File: config.mk
export PLATFORM = sky130hd
export DESIGN_NAME = rca32_adder
export DESIGN_NICKNAME = d
export VERILOG_FILES = /design/src/rtl/rca32_adder.sv
export SDC_FILE = /design/constraint.sdc
export NUM_CORES = 1
export LEC_CHECK = 0
export ABC_AREA = 1
export CAP_MARGIN = 20
export CELL_PAD_IN_SITES_DETAIL_PLACEMENT = 1
export CELL_PAD_IN_SITES_GLOBAL_PLACEMENT = 2
export CORE_MARGIN = 8
export CORE_UTILIZATION = 19
export DETAILED_ROUTE_END_ITERATION = 8
export PLACE_DENSITY = 0.8
export SETUP_SLACK_MARGIN = 0.1
export SKIP_CTS_REPAIR_TIMING = 1
export SYNTH_ARGS = -nofsm -noshare
export SYNTH_HDL_FRONTEND = slang
export SYNTH_SLANG_ARGS = --single-unit
File: constraint.sdc
create_clock -name clk -period 14.1 [get_ports clk]
set_clock_uncertainty 0.15 [all_clocks]
set_input_delay 2.82 -clock clk [delete_from_list [all_inputs] [get_ports clk]]
set_output_delay 2.82 -clock clk [all_outputs]
set_load 0.005 [all_outputs]
File: src/rtl/rca32_adder.sv
// Registered WIDTH-bit ripple-carry adder built from a generated chain of full-adder cells.
// Define RCA32_FLAGS_EN to add registered signed-overflow and zero flags.

module rca32_fa (
  input  logic a,
  input  logic b,
  input  logic ci,
  output logic s,
  output logic co
);
  logic p;
  assign p  = a ^ b;
  assign s  = p ^ ci;
  assign co = (a & b) | (ci & p);
endmodule

module rca32_adder #(
  parameter int WIDTH = 32
) (
  input  logic             clk,
  input  logic             rst_n,
  input  logic             in_valid,
  input  logic [WIDTH-1:0] a,
  input  logic [WIDTH-1:0] b,
  input  logic             cin,
  output logic [WIDTH-1:0] sum,
  output logic             cout,
  output logic             out_valid
`ifdef RCA32_FLAGS_EN
  ,
  output logic             overflow,
  output logic             zero
`endif
);
  logic [WIDTH:0]   c;
  logic [WIDTH-1:0] s;

  assign c[0] = cin;

  // Carry ripples strictly bit 0 -> WIDTH-1 through one cell per bit.
  for (genvar i = 0; i < WIDTH; i++) begin : g_cell
    rca32_fa u_fa (
      .a  (a[i]),
      .b  (b[i]),
      .ci (c[i]),
      .s  (s[i]),
      .co (c[i+1])
    );
  end

  always_ff @(posedge clk) begin
    if (!rst_n) begin
      sum       <= '0;
      cout      <= 1'b0;
      out_valid <= 1'b0;
    end else begin
      out_valid <= in_valid;
      // Idle cycles keep the last result, so junk on the operands is never sampled.
      if (in_valid) begin
        sum  <= s;
        cout <= c[WIDTH];
      end
    end
  end

`ifdef RCA32_FLAGS_EN
  always_ff @(posedge clk) begin
    if (!rst_n) begin
      overflow <= 1'b0;
      zero     <= 1'b0;
    end else if (in_valid) begin
      overflow <= c[WIDTH] ^ c[WIDTH-1];
      zero     <= (s == '0);
    end
  end
`endif

endmodule

[Yosys cells after proc, flatten, opt, wreduce, memory -nomap -nowiden]
Cells that the tools add are included.
Storage, ports and cells
  register bits after elaboration: 34
  input port bits: 68
  output and inout port bits: 34
  logic and storage cells: 163
Cells by class
  bitwise gates (word level): 160
Operators with widths (count)
  $and A1 B1 Y1: 64
  $xor A1 B1 Y1: 64
  $or A1 B1 Y1: 32

[Longest topological paths before layout]
  depth in word-level cells: 65
  depth in mapped cells: 38
  mapped depth without buffers: 38

[By module]
Synthesis repeated with hierarchy kept, for this count alone.
Unflattened totals
  cells, all modules: 244
  area, all modules: 2013.2 sq um
Modules (own cells, without submodules)
  rca32_adder: instances 1, cells each 212, area an instance 1372.6 sq um, seq. area each 680.7 sq um
  rca32_fa: instances 32, cells each 1, area an instance 20.0 sq um, seq. area each 0.0 sq um

[Worst setup path before layout]
Ideal clock, no wire load.
  path type: input-to-reg
  from: in a[0]
  to: reg sum[31]
  setup time: 64 ps
  data arrival time: 15080 ps
  slack: -1194 ps
  stages on the path: 38
  path through: fa_1 fa_1 fa_1 fa_1 fa_1 fa_1 fa_1 fa_1 fa_1 inv_1 fa_1 inv_1 fa_1 fa_1 fa_1 fa_1 fa_1 fa_1 (+2 left out) fa_1 fa_1 fa_1 fa_1 fa_1 fa_1 fa_1 fa_1 fa_1 fa_1 fa_1 fa_1 fa_1 inv_1 fa_1 nand2_1 nand2_1 nor2_1
Between the ends
  cells in the longest elaborated chain, start to end: 64
RTL lines
  start, declared: line 23  | input logic [WIDTH-1:0] a,
  $xor A1 B1 Y1: line 12  | assign p = a ^ b;
  $and A1 B1 Y1: line 14  | assign co = (a & b) | (ci & p);
  $or A1 B1 Y1 *: line 14
  $and A1 B1 Y1 *: line 14
  $or A1 B1 Y1 *: line 14
  $and A1 B1 Y1 *: line 14
  $or A1 B1 Y1 *: line 14
  $and A1 B1 Y1 *: line 14
  (+48 left out)
  $or A1 B1 Y1 *: line 14
  $and A1 B1 Y1 *: line 14
  $or A1 B1 Y1 *: line 14
  $and A1 B1 Y1 *: line 14
  $or A1 B1 Y1 *: line 14
  $and A1 B1 Y1 *: line 14
  $or A1 B1 Y1 *: line 14
  $xor A1 B1 Y1 *: line 13  | assign s = p ^ ci;
  end signal, assigned: line 60  | sum <= s;
  end, declared: line 26  | output logic [WIDTH-1:0] sum,
Every way passes the cells marked *; elsewhere a longest branch is shown, timed or not.
A chain may end at the register's enable or synchronous reset.

[Worst setup path in the final report]
Ends and elaborated chain as after synthesis.

==> metrics.log <==
INFO  metric crit_slowest_cell = fa_2
INFO  metric worst-endpoint-required = about 14 ns
INFO  metric power.density_cell_area = slightly above 80 nW/um^2
INFO  metric grt_setup_unrepaired = true
INFO  metric core-area = 10400 sq um
INFO  metric netlist_area = just over 2000 sq um
INFO  metric report.final.setup_viol = 1
INFO  metric timing.critical_path.from_type = input pin
INFO  metric post_drt_via_cell_ratio = 3.74
INFO  metric number_of_global_route_vias_before_repair = between 2k and 2.5k
INFO  metric beginning_of_the_worst_hold_path = sum[14]$_SDFFE_PN0P_
INFO  metric die_x = 119 um
INFO  metric reg2reg_from = sum[22]$_SDFFE_PN0P_
INFO  metric proportion_of_netlist_area_held_by_the_largest_area_contributor = 0.336
INFO  metric num-nets-final = 447
INFO  metric synthArstFlopShare = 0
INFO  metric clock_transition_at_the_register_clock_pins_on_the_worst_setup_and_hold_paths_after_cts = roughly 0.07 ns
INFO  metric max_slew_violation_count = 0
INFO  metric post_synth_main_area_contributors = dfxtp_1 34%, fa_1 32%, nand2_1 12%, nor2_1 12%, inv_1 7.0%
INFO  metric most_used_standard_cell_by_instance_count_after_synthesis = nand2_1
INFO  metric synth_sequential_area_ratio = 0.336
INFO  metric finalWirelength = ~5800 um
INFO  metric cts_sink_count = 34
INFO  metric vias_after_detailed_routing = around 1.8k
INFO  metric chipHeight = about 120 um
INFO  metric antenna_violating_nets_post_route = 0
INFO  metric min_period_over_period = 1.02
INFO  metric outcome = complete, but fails checks
INFO  metric synth_top_family_by_area = adder cells
INFO  metric worst_slew_pin_slew = between 0.5 and 0.6 ns
INFO  metric setup.worst_path.end_class = register
INFO  metric wl_per_cell = between 10 and 15 um
INFO  metric worstSetupStartpoint = a[0]
INFO  metric ir_drop = roughly 31 uV
INFO  metric total_of_warnings_raised_by_yosys = 0
INFO  metric synthesis.area_per_instance = a little over 8 sq um
INFO  metric critical_path_arrival = roughly 14 ns
INFO  metric synth.distinct_cells = 7
INFO  metric final.setup.worst_slack = -0.243 ns
INFO  metric worstHoldPathCells = 2
INFO  metric power_leakage = 1.44 nW
INFO  metric synth_ff_type = dfxtp_1
INFO  metric area_growth_from_synthesis_to_final_layout = 64.0%
INFO  metric io-pin-count = around 100
INFO  metric clock_latency = 0.27 ns
INFO  metric first_pass_grt_wire_length = ~10000 um
INFO  metric place.gp.congestion = 0.678
INFO  metric drive_gt1_frac = 0.153
INFO  metric initial_core_util = 0.196
INFO  metric worst_path_largest_cell_delay = roughly 0.42 ns
INFO  metric track_usage = 0.0843
INFO  metric worstHoldEndpoint = sum[14]$_SDFFE_PN0P_
INFO  metric hold_violations = 0
INFO  metric buffer_ports.inserted = approximately 100
INFO  metric first_pass_iters = 4
INFO  metric synth_compound_gate_area_share = 0
INFO  metric muxShareOfSynthArea = 0
INFO  metric yosys-top-cells-count = 67 x nand2_1, 66 x nor2_1, 38 x inv_1
INFO  metric type_of_the_worst_min_delay_path = reg2reg
INFO  metric postSynthRegisterBits = 34
INFO  metric timing.setup.critical_path_class = in2reg
INFO  metric yosys.area_share.simple = 0.246
INFO  metric drt_iter0_drc = 36
INFO  metric cts_htree_levels = 2
INFO  metric synth-edff-count = 0
INFO  metric finalHoldWorstSlack = about 0.32 ns
INFO  metric synth_nets = about 350
INFO  metric largest_net_degree_at_the_start_of_global_routing = 36
INFO  metric failed_checks = setup timing
INFO  metric regToRegSetupSlack = between 10 and 15 ns
INFO  metric crit_fanout = 1
INFO  metric path_common_cell = fa_2
INFO  metric drcViolationCount = 0
INFO  metric place_ws = -0.991 ns
INFO  metric layout_min_cycle_time = between 10 and 15 ns
INFO  metric cts_tree = yes
INFO  metric slew_headroom = 0.604
INFO  metric rows = 37
INFO  metric place_area = about 3200 sq um
INFO  metric root_buffer = clkbuf_8
INFO  metric clock.fmax = 0.0697 GHz
INFO  metric grt.overflow.total = 0
INFO  metric synth_largest_area_cell = dfxtp_1
INFO  metric synth_xor_area_frac = 0
INFO  metric antenna-diode-count = 0
INFO  metric cts-buffers-inserted = 5
INFO  metric hpwlAfterDp = 4780 um
INFO  metric max_cap_violations = 0
INFO  metric grt_antenna_before_repair = 0
INFO  metric clk_path_buf_depth = 2
INFO  metric post-route-cell-area = around 3300 sq um
INFO  metric r2r_end = sum[22]$_SDFFE_PN0P_
INFO  metric floorplan.die_area = roughly 14000 sq um
INFO  metric netlist_instances = 248
INFO  metric timing.reg2reg.worst_path_depth = 2
INFO  metric synth_adder_area_share = 0.316
cell families after synthesis:
group / Yosys count
flops: 34
fa+ha+maj: 32
buf+inv: 49
simple gates: 133
critical path: cells and delay by family:
family	cells	cell delay (ns)
AND/OR/NAND/NOR	3	0.20
buffers and inverters	4	0.25
adder cells (fa/ha/maj)	32	11.12
registers in the layout, indices dropped and copies added, names as in the netlist:
name / flops
cout: 1
out_valid: 1
sum: 32
how the worst max path moves through the flow:
stage | cells past startpoint | slack (ns) | to
after floorplan | 38 | -0.11 | sum[31]$_SDFFE_PN0P_
after global placement | 39 | -0.96 | sum[31]$_SDFFE_PN0P_
after detailed placement | 39 | -0.99 | sum[31]$_SDFFE_PN0P_
after CTS | 39 | -0.71 | sum[31]$_SDFFE_PN0P_
after global routing | 39 | -0.52 | sum[31]$_SDFFE_PN0P_
final | 39 | -0.24 | sum[31]$_SDFFE_PN0P_
cells in the final DEF (no fill, tap or decap):
| master | instances |
|---|---|
| inv_2 | 5 |
| buf_12 | 1 |
| buf_6 | 1 |
| clkbuf_2 | 2 |
| buf_2 | 1 |
| nor2_1 | 66 |
| nand2_2 | 5 |
| clkbuf_8 | 5 |
| buf_4 | 1 |
| nand2_1 | 62 |
| dfxtp_1 | 34 |
| clkdlybuf4s50_1 | 97 |
| fa_2 | 32 |
| inv_1 | 33 |
| clkbuf_1 | 2 |
routing by layer:
layer	track usage	vias up	share of wire
met4	0.0351	0	0.019
met1	0.0894	844	0.40
met2	0.145	62	0.49
met5	0	-	0
li1	-	892	-
met3	0.0350	7	0.083
per-stage QoR:
step	std cells	total power [mW]	setup TNS [ns]	utilization
global placement	475	0.204	-2.63	0.310
global route	483	0.299	-1.04	0.321
floorplan	248	0.155	-0.109	-
CTS	483	0.279	-1.61	0.319
finish	483	0.272	-0.243	0.321
detailed placement	476	0.208	-2.77	0.312
final cells by class:
| cell class | count | area [sq um] |
|---|---|---|
| Fill cell | 1249 | 7040 |
| Multi-Input combinational cell | 165 | 1230 |
| Timing Repair Buffer | 103 | 1020 |
| Sequential cell | 34 | 681 |
| Tap cell | 136 | 170 |
| Inverter | 38 | 143 |
| Clock buffer | 7 | 76.3 |
power by group:
group	switching [mW]	total (mW)	leakage, nW	internal, mW
sequential	0.00490	0.111	0.283	0.106
combinational	0.0399	0.0944	1.12	0.0544
clock	0.0334	0.0674	0.0383	0.0340
total	0.0782	0.272	1.44	0.194
Power figures use the tool's default switching activity.
